## src/rtl/seg7_pkg.sv

```systemverilog
// Shared types and segment patterns for the seg7 scan display.
// Patterns are active-high in {g,f,e,d,c,b,a} order.
package seg7_pkg;

  typedef logic [1:0] digit_idx_t;

  typedef enum logic {S_BLANK, S_DRIVE} scan_state_t;

  typedef enum logic [1:0] {KIND_MANT, KIND_EXP, KIND_LETTER_E} digit_kind_t;

  localparam logic [6:0] SEG_E     = 7'h79;
  localparam logic [6:0] SEG_DASH  = 7'h40;
  localparam logic [6:0] SEG_BLANK = 7'h00;

  function automatic logic [6:0] bcd_pattern(input logic [3:0] code);
    case (code)
      4'd0:    return 7'h3F;
      4'd1:    return 7'h06;
      4'd2:    return 7'h5B;
      4'd3:    return 7'h4F;
      4'd4:    return 7'h66;
      4'd5:    return 7'h6D;
      4'd6:    return 7'h7D;
      4'd7:    return 7'h07;
      4'd8:    return 7'h7F;
      4'd9:    return 7'h6F;
      default: return SEG_DASH;
    endcase
  endfunction

endpackage

```

## src/rtl/seg7_decode.sv

```systemverilog
// Combinational digit decoder: code + kind -> active-high segment pattern.
// Out-of-range mantissa (A-F) and exponent (6-F) codes show a dash.
module seg7_decode
  import seg7_pkg::*;
(
  input  logic [3:0]  i_code,
  input  digit_kind_t i_kind,
  output logic [6:0]  o_pat
);

  always_comb begin
    o_pat = SEG_DASH;
    case (i_kind)
      KIND_LETTER_E: o_pat = SEG_E;
      KIND_EXP:      if (i_code < 4'd6)  o_pat = bcd_pattern(i_code);
      default:       if (i_code < 4'd10) o_pat = bcd_pattern(i_code);
    endcase
  end

endmodule

```

## src/rtl/seg7_scan_display.sv

```systemverilog
// Debounced latch of the 12-bit meter word and 4-digit multiplexed scan "M1 M0 E X".
// Optional build macro SEG7_LEADING_BLANK_EN suppresses a leading zero on the top digit.
module seg7_scan_display
  import seg7_pkg::*;
#(
  parameter int CLK_DIV        = 50000,
  parameter int BLANK_CYC      = 500,
  parameter int STABLE_CNT     = 4,
  parameter int SEG_ACTIVE_LOW = 1
) (
  input  logic        clk,
  input  logic        rst,
  input  logic [11:0] lcd_in,
  output logic [6:0]  seg,
  output logic [3:0]  an,
  output logic        upd
);

  localparam int PW = (CLK_DIV > 1) ? $clog2(CLK_DIV) : 1;
  localparam int SW = $clog2(STABLE_CNT + 1);
  localparam logic [PW-1:0] PRESC_LAST = PW'(CLK_DIV - 1);
  localparam logic [PW-1:0] PRESC_BLNK = PW'(BLANK_CYC);
  localparam logic [SW-1:0] STAB_MAX   = SW'(STABLE_CNT);
  localparam logic [SW-1:0] STAB_LAST  = SW'(STABLE_CNT - 1);
  localparam bit            ACT_LOW    = (SEG_ACTIVE_LOW != 0);
  localparam logic [6:0]    SEG_OFF    = ACT_LOW ? 7'h7F : 7'h00;
  localparam logic [3:0]    AN_OFF     = ACT_LOW ? 4'hF : 4'h0;

  logic [11:0]   r_prev;
  logic [11:0]   r_disp;
  logic [SW-1:0] r_stab;
  logic          r_upd;

  logic [PW-1:0] r_presc;
  digit_idx_t    r_idx;
  scan_state_t   r_state;
  logic [6:0]    r_seg;
  logic [3:0]    r_an;

  logic [PW-1:0] w_presc_next;
  logic          w_wrap;
  logic [3:0]    w_code;
  digit_kind_t   w_kind;
  logic [6:0]    w_pat;
  logic [3:0]    w_an_onehot;
  logic          w_digit_on;

  // A value is accepted only after STABLE_CNT matching samples, and only if it differs.
  always_ff @(posedge clk or posedge rst) begin
    if (rst) begin
      r_prev <= 12'h000;
      r_stab <= '0;
      r_disp <= 12'h000;
      r_upd  <= 1'b0;
    end else begin
      r_prev <= lcd_in;
      if (lcd_in != r_prev)
        r_stab <= '0;
      else if (r_stab != STAB_MAX)
        r_stab <= r_stab + 1'b1;
      r_upd <= 1'b0;
      if (r_stab == STAB_LAST && r_prev != r_disp) begin
        r_disp <= r_prev;
        r_upd  <= 1'b1;
      end
    end
  end

  always_comb begin
    w_code = 4'h0;
    w_kind = KIND_MANT;
    case (r_idx)
      2'd0: begin w_code = r_disp[3:0];  w_kind = KIND_EXP;      end
      2'd1: begin w_code = 4'h0;         w_kind = KIND_LETTER_E; end
      2'd2: begin w_code = r_disp[7:4];  w_kind = KIND_MANT;     end
      default: begin w_code = r_disp[11:8]; w_kind = KIND_MANT;  end
    endcase
  end

  seg7_decode u_decode (
    .i_code (w_code),
    .i_kind (w_kind),
    .o_pat  (w_pat)
  );

  assign w_wrap       = (r_presc == PRESC_LAST);
  assign w_presc_next = w_wrap ? '0 : r_presc + 1'b1;
  assign w_an_onehot  = 4'b0001 << r_idx;

`ifdef SEG7_LEADING_BLANK_EN
  assign w_digit_on = !(r_idx == 2'd3 && r_disp[11:8] == 4'h0);
`else
  assign w_digit_on = 1'b1;
`endif

  // Outputs are registered from the current slot position, so they lag it by one cycle.
  always_ff @(posedge clk or posedge rst) begin
    if (rst) begin
      r_presc <= '0;
      r_idx   <= 2'd0;
      r_state <= S_BLANK;
      r_seg   <= SEG_OFF;
      r_an    <= AN_OFF;
    end else begin
      r_presc <= w_presc_next;
      if (w_wrap)
        r_idx <= r_idx + 2'd1;
      r_state <= (w_presc_next >= PRESC_BLNK) ? S_DRIVE : S_BLANK;
      r_seg   <= ACT_LOW ? ~w_pat : w_pat;
      if (r_state == S_DRIVE && w_digit_on)
        r_an <= ACT_LOW ? ~w_an_onehot : w_an_onehot;
      else
        r_an <= AN_OFF;
    end
  end

  assign seg = r_seg;
  assign an  = r_an;
  assign upd = r_upd;

endmodule

```

## config.mk

```make
export PLATFORM = sky130hd
export DESIGN_NAME = seg7_scan_display
export DESIGN_NICKNAME = d
export VERILOG_FILES = /design/src/rtl/seg7_pkg.sv /design/src/rtl/seg7_decode.sv /design/src/rtl/seg7_scan_display.sv
export SDC_FILE = /design/constraint.sdc
export NUM_CORES = 1
export LEC_CHECK = 0
export BUFFER_PORTS_ARGS = -buffer_cell sky130_fd_sc_hd__buf_2
export CORE_MARGIN = 4
export CORE_UTILIZATION = 30
export DETAILED_ROUTE_END_ITERATION = 6
export SYNTH_ARGS = -nofsm -noshare
export SYNTH_HDL_FRONTEND = slang
export SYNTH_SLANG_ARGS = --single-unit
```

## constraint.sdc

```tcl
create_clock -name clk -period 3.3 [get_ports clk]
set_clock_uncertainty 0.15 [all_clocks]
set_input_delay 0.66 -clock clk [delete_from_list [all_inputs] [get_ports clk]]
set_output_delay 0.66 -clock clk [all_outputs]
set_load 0.01 [all_outputs]
```

Word-level counts from Yosys, hierarchy flattened. Memories as Yosys holds them, arrays and structs flattened. Cells that the tools add are included.

Magnitude comparators: 3. Mux-type cells: 11. Bitwise gates (word level): 2. Reduce and logical (&&, ||, !) cells: 3. Shifts and indexed selects: 1. Equal/unequal tests: 9. Add/sub/neg operators: 3.

Operator list (count): 12-bit != test (2); 16-bit by 1-bit adder with 16-bit output, second input constant (1); 16-bit equality test, second input constant (1); 16-bit by 9-bit greater-or-equal comparator with 1-bit output, second input constant (1); 16-bit two-way mux (1); 7-bit two-way mux (2); 7-bit one-hot mux with 2 select lines (1); 4-bit one-hot mux with 3 select lines (1); 7-bit NOT (1); 3-bit two-way mux (2); 2-bit by 1-bit equality test with 1-bit output, second input constant (2); 2-bit equality test, second input constant (2); 4-bit by 3-bit less-than comparator with 1-bit output, second input constant (1); 4-bit less-than comparator, second input constant (1); 4-bit two-way mux (1); 4-bit NOT (1); 2-bit one-hot mux with 2 select lines (1); 1-bit by 2-bit left shift with 4-bit output, first input constant (1); 3-bit by 1-bit adder with 3-bit output, second input constant (1); 3-bit by 2-bit equality test with 1-bit output, second input constant (1); 3-bit != test, second input constant (1); 2-bit by 1-bit adder with 2-bit output, second input constant (1); 2-bit logical NOT (1); 1-bit two-way mux (2); 2 further kinds (2).

Word-level logic and storage cells: 43. ROM bits: 224. Bits in registers: 58. Memories: 2. Output and inout bits: 12.

Memory list: (no name shown) (depth 16, width 7, read ports 1, clocked after memory_dff 0, wr ports 0, RTL line seg7_pkg.sv:16) `case (code)`; (no name shown) (depth 16, width 7, read ports 1, clocked after memory_dff 0, wr ports 0, RTL line seg7_pkg.sv:16).

Logic depth before layout (Yosys ltp). Gate-level depths: netlist of the first run.

Depth in word-level cells: 6. Gate-level depth with buffers: 9. Mapped depth without buffers: 9.

Cells and area by module. A second synthesis of the first run with hierarchy kept.

Cell total of the unflattened synthesis: 275. Area, all modules: 3019.1 sq um.

By module, submodules not included: seg7_scan_display (area each 2715.1 sq um, instances 1, sequential area each 1465.2 sq um, cells an instance 233); seg7_decode (area each 304.0 sq um, instances 1, sequential area each 0.0 sq um, cells an instance 42).

Worst setup path before layout of the first run. No wires, ideal clock.

Kind: reg-to-reg. Start point: register r_idx[0]. End point: register r_seg[3] (netlist: seg[3]). Stages on the path, launching flop included: 9. Data arrival time: 2.091 ns. Path buffers: 1. Required time: 3.070 ns. Setup slack: 0.978 ns. Cells stage by stage: dfrtp_1 -> ha_1 -> clkbuf_1 -> inv_1 -> o21ai_0 -> ha_1 -> nor3_1 -> a21oi_1 -> o221a_2.

Cells in the longest elaborated chain, start to end: 6.

Ends and longest elaborated chain: start: declaration (RTL line seg7_scan_display.sv:35) `digit_idx_t r_idx;`; start signal: assignment (RTL line seg7_scan_display.sv:107) `r_idx <= r_idx + 2'd1;`; 2-bit equality test (tied with other cells) (RTL line seg7_scan_display.sv:72) `case (r_idx)`; 4-bit one-hot mux with 3 select lines (RTL line seg7_scan_display.sv:72); memory 16 x 7 bit (tied with other cells); 7-bit two-way mux (on tied branches) (RTL line seg7_decode.sv:16, seg7_decode.sv:15); 7-bit one-hot mux with 2 select lines (*) (RTL line seg7_decode.sv:13) `case (i_kind)`; 7-bit NOT (*) (RTL line seg7_scan_display.sv:109) `r_seg <= ACT_LOW ? ~w_pat : w_pat;`; end signal: assignment (RTL line seg7_scan_display.sv:109); end: declaration (RTL line seg7_scan_display.sv:37) `logic [6:0] r_seg;`.

Every way passes the cells marked *; elsewhere a longest branch is shown, timed or not. A chain may end at the register's enable or synchronous reset.

Final worst setup path of the first run. Same ends and word-level chain as after synthesis.

==> reports/results.txt, run 1 <==
In the post-synthesis netlist, the biggest area contributors are dfrtp_1 39%, dfstp_2 9.6%, ha_1 6.6%. The most heavily used metal layer in global routing is met2. Counting stages on the worst path, the most repeated cell is ha_1. The slew at the pin closest to its max-slew limit is 0.9886 ns, and the number of nets with antenna violations after routing is 0.

Dividing the final minimum period by the clock period gives 79.15%. For the required time at the endpoint of the critical path, the log shows 3.42 ns. After synthesis, flip-flops and latches occupy 48.59% of the total area. The number of setup buffers added after CTS came out at 0.

The number of gates resized after CTS is 0. In the global route stage, met2 resource usage came out at 17.58%. Number of antenna violations at the first check in global routing: 0. 26 I/O pins were placed. For the number of failing hold endpoints at the final stage, the log shows 0. By count the netlist is led by 47 x dfrtp_1, 20 x xor2_1, 19 x nand2_1, 19 x nor2_1, 19 x xnor2_1. After filler insertion, the fill cell instance count of the layout stands at 981.

Of all cell types, the one taking the most synthesized area is dfrtp_1. Summed over all layers, the global routing overflow is 0. 0 antenna diodes ended up in the layout.

Counting every net in the synthesized netlist gives 307. Setup repair after global routing left no endpoint under its margin. The number of placed instances, taps included, is 427. The tools report the floorplan die area as 11720 um^2.

The critical path goes through inv_1, ha_1, a221o_1, o21ai_0, ha_1, nor3_1, a21oi_1, o221a_2. Clock-pin slew was measured on the worst setup and hold paths at 0.07 ns. Routability-driven placement finished with a final weighted congestion of 0.8610.

The number of global-route vias before repair was 2116; the area growth from synthesis to layout was 16.14%. The later pin in the worst-skew pair is clocked with a latency of 0.34 ns. The worst setup path is launched from a flip-flop.

The startpoint identified for the worst register-to-register timing path is r_idx[0]$_DFFE_PP0N_. The pin count of the biggest net entering global routing is 49, and the max-capacitance violation count is 0. The dominant synthesized flop cell was dfrtp_1. The die width was 108.3 um; the maximum count of clock buffers along a single path was 2. The global-route wire length before repair was 9991 um.

The worst register-to-register path ends at seg[3]$_DFF_PP1_. The start point of the critical path was r_idx[0]$_DFFE_PP0N_. Capture point of the worst path: seg[3]$_DFF_PP1_. The most frequently used cell type in the post-synthesis netlist is dfrtp_1. The logs give 36 for the number of rows in the core area and 3.164% for the global routing usage on met3.

The DRC violations left was 0; the average routed wire per standard cell was 12.80 um. For the number of standard cells after synthesis, the log shows 277. In this run, synthesis produced a sequential element count of 58. Summed over all layers, the routed wires come to 5669 um.

The critical path is of the flip-flop to flip-flop type. Total number of H-tree levels: 3. TritonCTS built the clock tree. The fraction of met1 tracks used by global routing was 13.40%.

The flow ran to the end, and the final reports show no timing, DRC or antenna violations. In this run the tightest slew margin relative to its limit is 34.00%. For the internal reg-to-reg setup slack, the log shows 0.69 ns. Across every metal layer, demand over resource in global routing totals 10.84%. On the critical path, the stage with the largest delay is an instance of dfrtp_1. Type of the tightest min-delay check: primary input to flip-flop.

Adding up every negative setup slack in the final design gives 0 ns. Summed over all nets, the half-perimeter wirelength after detailed placement is 4111 um. The core region is 9774 um^2. Maximum single-stage delay on the critical path: 0.43 ns. In this run the tool buffered the top-level ports with 25 buffer cells. Registers take 1465 um^2. In this run the power density over the cells is 447.4 nW/um^2. The synthesis warning total was 0. VDD sags by at most 0.1997 mV. The detailed router finished its first iteration with 120 violations.

Dividing the synthesized area by the synthesized cell count gives 10.89 um^2. For this run, the detailed router's first-pass iteration total came to 4. Area of the mapped netlist: 3015 um^2. The top-area cell type share of the netlist area is 39.00%.

Number of pins exceeding their max-slew limit in the final report: 0. Setup violations remaining at the end of the flow were counted as 0. Post-synthesis cell type count: 48. The fraction of registers with async set/reset was 100.0%. The via-per-instance ratio was 4.643; the highest attainable clock frequency was 0.3829 GHz. The clock buffer count from CTS is 9, and the number of cells in the finished layout apart from fillers is 443.

The clock net sink count is 58. The worst path in the final design needs a cycle of 2.612 ns, including I/O delays and setup. Cells with a size suffix above 1 make up 24.84% of the layout.

Type of element capturing the critical path: a flip-flop. At the end of the flow, the number of nets in the layout was 335. The die height works out to 108.3 um.

The arrival time of data at the critical path endpoint came out at 2.73 ns. The tools report the clock root buffer as clkbuf_8. The number of hold buffers added after CTS was 0.

The number of enable flip-flop cells after synthesis is 0, and the maximum fanout encountered on the critical timing path is 6. Via total after detailed routing: 2057. The initial standard-cell utilization of the core was 30.85%; the leakage power summed over all cells was 1.479 nW. Counting cells, the worst reg-to-reg path comes to 8. Summing all multi-input logic gate instances after layout gives 1429 um^2.
## worst max-delay path: cells and delay by family (launching register included)
family / cells / cell delay, ns
flip-flops: 1 / 0.43
buffers and inverters: 1 / 0.13
AO/OA/AOI/OAI: 4 / 0.96
AND/OR/NAND/NOR: 1 / 0.23
adder cells (fa/ha/maj): 2 / 0.65
## through the flow
| stage | worst slack [ns] | util [%] | hold slack (ns) | cell area (um^2) | power (mW) |
|---|---|---|---|---|---|
| 2_1_floorplan | 0.9783 | - | 0.2615 | 3015 | 0.7656 |
| 3_3_place_gp | 0.8169 | 33.36 | 0.3204 | 3261 | 0.7863 |
| 3_5_place_dp | 0.7572 | 33.36 | 0.3216 | 3261 | 0.7870 |
| 4_1_cts | 0.7172 | 35.83 | 0.2734 | 3502 | 1.590 |
| 5_1_grt | 0.4831 | 35.83 | 0.2632 | 3502 | 1.633 |
| 6_report | 0.6880 | 35.83 | 0.2936 | 3502 | 1.567 |
## worst min-delay path by stage
| stage | cells after the start | end | startpoint |
|---|---|---|---|
| floorplan | 1 | an[1]$_DFF_PP1_ | r_state$_DFF_PP0_ |
| global placement | 1 | an[2]$_DFF_PP1_ | r_state$_DFF_PP0_ |
| detailed placement | 1 | an[0]$_DFF_PP1_ | r_state$_DFF_PP0_ |
| CTS | 1 | r_prev[3]$_DFF_PP0_ | lcd_in[3] |
| global route | 1 | r_prev[3]$_DFF_PP0_ | lcd_in[3] |
| finish | 1 | r_prev[3]$_DFF_PP0_ | lcd_in[3] |
## routing by layer
metal | share of wire, % | vias up
met5 | 0 | -
met4 | 2.1 | 0
met3 | 4.6 | 13
met2 | 48 | 38
met1 | 45 | 983
li1 | - | 1023
## cell type report
type,instances,area share (%)
Clock inverter,7,3.358
Tap cell,133,4.752
Multi-Input combinational cell,192,40.80
Inverter,18,1.929
Clock buffer,9,3.537
Sequential cell,58,41.84
Timing Repair Buffer,26,3.787
## kinds of logic after synthesis
| group | Yosys count | share of synthesized area [%] |
|---|---|---|
| xor gates and xnor gates | 39 | 11.33 |
| DFF | 58 | 48.59 |
| adders and majority gates | 16 | 6.639 |
| muxes | 13 | 4.855 |
| buffers and inverters | 27 | 4.025 |
| AOI/OAI and AO/OA | 45 | 10.33 |
| and+or+nand+nor | 79 | 14.23 |
## report_power, final
group	switching, mW	internal, mW
combinational	0.0266	0.0181
clock	0.293	0.501
sequential	0.00861	0.719
## state kept, by name (all words and copies together) (netlist names)
name     flops
r_disp      12
r_presc     16
seg          7
r_stab       3
upd          1
r_prev      12
r_state      1
an           4
r_idx        2
## cell usage in the layout (no fill, tap or decap), drive strengths merged, types with 2 or more instances in the layout
cell type,n
dfrtp,47
buf,26
xor2,20
nand2,19
nor2,19
xnor2,19
inv,18
ha,16
mux2,13
dfstp,11
o21ai,11
a21oi,10
clkbuf,9
nand3,7
nor4,7
nand4,6
nor3,5
a22oi,4
clkinv,4
o31ai,3
bufinv,3
and2,3
or3,3
or2,2
a221o,2
a211oi,2
nand2b,2
o221a,2
or4,2
a2bb2oi,2
Note: power is estimated with default switching activity, not from simulation.
==> inputs of run 2 (changes only) <==
Settings changed: ABC_AREA set to 1.
Clock period 3.3 ns to 2.2 ns, I/O delays scaled along.
==> reports/results.txt, run 2 <==
The flow ran to the end, and the final reports show no timing, DRC or antenna violations. The die width was 109.2 um (+0.86%). The number of global-route vias before repair is 2350 (+11%), and the flip-flop and latch area is 1465 um^2 (unchanged). The global-route wire length before repair came out at 10620 um (+6.3%).

The dominant combinational cell family by area after synthesis was simple AND/OR/NAND/NOR gates. The number of standard cells after synthesis was 375 (+35%). The logs give 9864 um^2 (+0.92%) for the total core area and 0 ns (unchanged) for the setup total negative slack. The number of filler instances in the final layout is 988 (+0.71%), and the fraction of power consumed by the clock network is 50.2% (-0.5 points).

Relative to the synthesized area, the layout overhead comes to 19.19%. Leaving out fill and tap cells, the most frequent cell in the layout is nand2_1. The biggest area consumer among synthesized cells was dfrtp_1. Compound-gate portion of the synthesized area: 3.585% (-6.7 points). The most frequently used cell type in the post-synthesis netlist is nand2_1.

The power density over cell area was 641.9 nW/um^2 (+43%); the area fraction in and, or, nand and nor cells after synthesis was 29.29% (+15 points). Count of input and output buffers: 25 (unchanged). The critical path buffer and inverter count is 2 (+1), and the top-area cell type share of the netlist area is 38.29% (-0.71 points). Clock transition time at the flip-flop clock pins of the worst setup and hold paths: 0.07 ns (about the same). The area of the multi-input gates is 1411 um^2 (-1.2%). The tools report the number of nets with antenna violations after routing as 0 (unchanged).

The tools report the remaining global-route overflow as 0 (unchanged). The flip-flop count of the largest register, all copies and words added works out to 16 (unchanged). The required time at the endpoint of the critical path is 2.31 ns (-1.11 ns), and the via total after detailed routing is 2402 (+17%). The maximum single-stage delay on the critical path works out to 0.39 ns (-0.04 ns).

The root buffer cell chosen for the clock tree is clkbuf_8. The net switching power of the design is 0.4848 mW (+48%), and the fraction of registers with async set/reset is 100.0% (unchanged). The logs give 3.4% (+0.5 points) for the relative contribution of combinational cells to total power and 27 (-44%) for the post-synthesis cell type count. The tools report the post-synthesis net count as 405 (+32%). The final critical path time including I/O delays and setup came out at 2.004 ns (-0.6081 ns).

The flip-flop and latch count after synthesis was 58 (unchanged). The clock buffer count from CTS is 9 (unchanged). Area of the mapped netlist: 3072 um^2 (+1.9%). STA classifies the critical path endpoint as a flip-flop. The logs give 0 (unchanged) for the number of failing hold endpoints at the final stage and 0 (unchanged) for the count of endpoints failing setup in the final report. The pin count of the biggest net entering global routing came out at 40 (-18%).

The start point of the critical path is r_idx[1]$_DFFE_PP0N_. The capture point of the worst path is seg[0]$_DFF_PP1_. The post-route fraction of the period consumed by the critical path was 91.08% (+12 points); the clock latency at the later pin of the worst-skew pair was 0.34 ns (about the same). The tools report the all-layer global routing usage as 11.45% (+0.61 points). Maximum count of clock buffers along a single path: 2 (unchanged). The number of rows in the core area came out at 36 (unchanged). On the critical path the largest part of the delay comes from simple AND/OR/NAND/NOR gates. In this run the worst hold path is classified as primary input to flip-flop. For the total number of H-tree levels, the log shows 3 (unchanged). For this run, the leading register cell type out of synthesis is dfrtp_1. The initial detailed-routing violation count is 129 (+7.5%). The run gives 0 (unchanged) as the DRC violations left. TritonCTS built the clock tree. In the post-synthesis netlist, the biggest area contributors are dfrtp_1 38%, nand2_1 14%, dfstp_2 9.4%. Number of pins exceeding their max-slew limit in the final report: 0 (unchanged). Counting instances in the post-synthesis netlist gives the leading cell types as 112 x nand2_1, 51 x inv_1, 47 x dfrtp_1. The critical path in this run is classified as flip-flop to flip-flop.

The wire length after detailed routing was 6131 um (+8.1%). The largest registers in the layout are r_presc x16, r_disp x12, r_prev x12. The post-layout utilization of the core is 37.11% (+1.3 points), and the highest attainable clock frequency is 0.4990 GHz (+30%). For the internal reg-to-reg setup slack, the log shows 0.20 ns (-0.49 ns).

STA classifies the critical path startpoint as a flip-flop. The number of logic stages on the critical path including buffering is 9 (+1), and the internal power is 1.865 mW (+51%). The synthesized area divided by synthesized cell count came out at 8.191 um^2 (-25%). Share of the yosys chip area belonging to registers: 47.70% (-0.89 points). The number of enable flip-flop cells after synthesis came out at 0 (unchanged). Setup repair after global routing left no endpoint under its margin. The arrival time of data at the critical path endpoint is 2.12 ns (-0.61 ns), and the number of antenna violations at the first check in global routing is 0 (unchanged). The area share of fa/ha/maj cells after synthesis is 6.517% (-0.12 points).

The tools report the antenna diode count as 0 (unchanged). Half-perimeter wire length after placement: 4554 um (+11%). The power share of the sequential group was 46.4% (about the same). The peak supply drop was 0.2342 mV (+17%). The via-per-instance ratio came out at 4.336 (-6.6%).

The share of final-layout standard cells stronger than drive strength 1 came out at 18.05% (-6.8 points). The tools report the synthesis warning total as 0 (unchanged). Max-capacitance violation count: 0 (unchanged).

The register with the most flip-flops is r_presc. The worst slew slack as a fraction of its limit came out at 71.29% (+37 points). The slowest stage of the critical path belongs to the cell dfrtp_1. The die height works out to 109.2 um (+0.86%). The switching power share of the total is 20.63% (-0.34 points). The launching point of the worst reg2reg path was r_idx[1]$_DFFE_PP0N_.

The depth of the worst register-to-register path works out to 9 (+1). The initial standard-cell utilization of the core came out at 31.14% (+0.29 points). The maximum fanout encountered on the critical timing path was 7 (+1).

The top cell types in the final layout, fill and taps aside, are 112 x nand2_1, 49 x inv_1, 47 x dfrtp_1. The number of placed I/O pins is 26 (unchanged). The clock net sink count was 58 (unchanged); the floorplan die area was 11920 um^2 (+1.7%). The slew at the pin closest to its max-slew limit works out to 0.4267 ns (-0.5619 ns).

The capturing point of the worst reg2reg path is seg[0]$_DFF_PP1_. Net count reported at finish: 446 (+33%). Leakage power summed over all cells: 1.909 nW (+29%). The multiplexer share of the synthesized area was 0% (-4.9 points). The routability congestion estimate was 0.8873 (+3.1%). The average routed wire per standard cell came out at 11.07 um (-14%).

Traced cell by cell, the critical path runs through ha_1, inv_2, or2_2, o21ai_1, inv_1, ha_1, or2_2, nand2_1, o21ai_0. The fraction of synthesized cell area in xor and xnor cells is 6.273% (-5.1 points), and the detailed-routing iteration count for the pre-antenna-repair pass is 4 (unchanged).
run 2: cell count changes after synthesis, sizes merged, moves of 13 or more:
cell	delta
inv	+33
nand3	+18
nand2	+97
nor2	+25
mux2	-13
xor2	-15
run 2: power groups by stage:
stage | Sequential (mW) | Clock [mW] | Combinational (mW)
2_1_floorplan | 1.11 | 0 | 0.0485
3_3_place_gp | 1.11 | 0 | 0.0799
3_5_place_dp | 1.11 | 0 | 0.0817
4_1_cts | 1.09 | 1.22 | 0.0835
5_1_grt | 1.09 | 1.26 | 0.0926
6_report | 1.09 | 1.18 | 0.0802
run 2: worst min path at each step:
stage,startpoint,to,slack (ns),depth (start not counted)
2_1_floorplan,r_state$_DFF_PP0_,an[1]$_DFF_PP1_,0.26,1
3_3_place_gp,r_state$_DFF_PP0_,an[1]$_DFF_PP1_,0.30,1
3_5_place_dp,r_state$_DFF_PP0_,an[1]$_DFF_PP1_,0.30,1
4_1_cts,lcd_in[3],r_prev[3]$_DFF_PP0_,0.05,1
5_1_grt,lcd_in[11],r_prev[11]$_DFF_PP0_,0.05,1
6_report,lcd_in[9],r_prev[9]$_DFF_PP0_,0.07,1
run 2: per-layer routing:
metal / global-route usage [%] / vias to the layer above / wire, um / part of all wire, %
met3: 2.960 / 11 / 258 / 4.2
met4: 5.877 / 0 / 147 / 2.4
li1: - / 1245 / - / -
met5: 0 / - / 0 / 0
met1: 15.62 / 1111 / 3146 / 51
met2: 16.67 / 35 / 2579 / 42
run 2: logic make-up (layout without fill, tap and decap cells):
family	after synthesis	after routing
xor gates and xnor gates	22	22
buffers and inverters	54	100
DFF	58	58
adders and majority gates	16	16
and+or+nand+nor	205	205
AOI/OAI and AO/OA	20	20
run 2: layout make-up:
cell class,count,area share (%)
Multi-Input combinational cell,263,38.55
Clock buffer,11,3.589
Timing Repair Buffer,31,5.058
Clock inverter,5,2.802
Tap cell,133,4.545
Inverter,53,5.434
Sequential cell,58,40.02
run 2: per-stage QoR:
step	hold WS (ns)	area (um^2)	worst slack, ns	power, mW	instances
final	0.07348	3661	0.1962	2.350	554
after global routing	0.05462	3661	0.01822	2.449	554
after CTS	0.05484	3645	0.09706	2.394	553
after detailed placement	0.2952	3401	0.1091	1.192	536
after global placement	0.3006	3401	0.2004	1.190	536
after floorplan	0.2615	3072	0.02364	1.156	375
run 2: repair_timing:
item,4_1_cts,5_1_grt
resized for setup,0,5
endpoints found under the setup margin,0,6
setup buffers,0,1
hold endpoints to repair,18,0
hold buffers,1,0
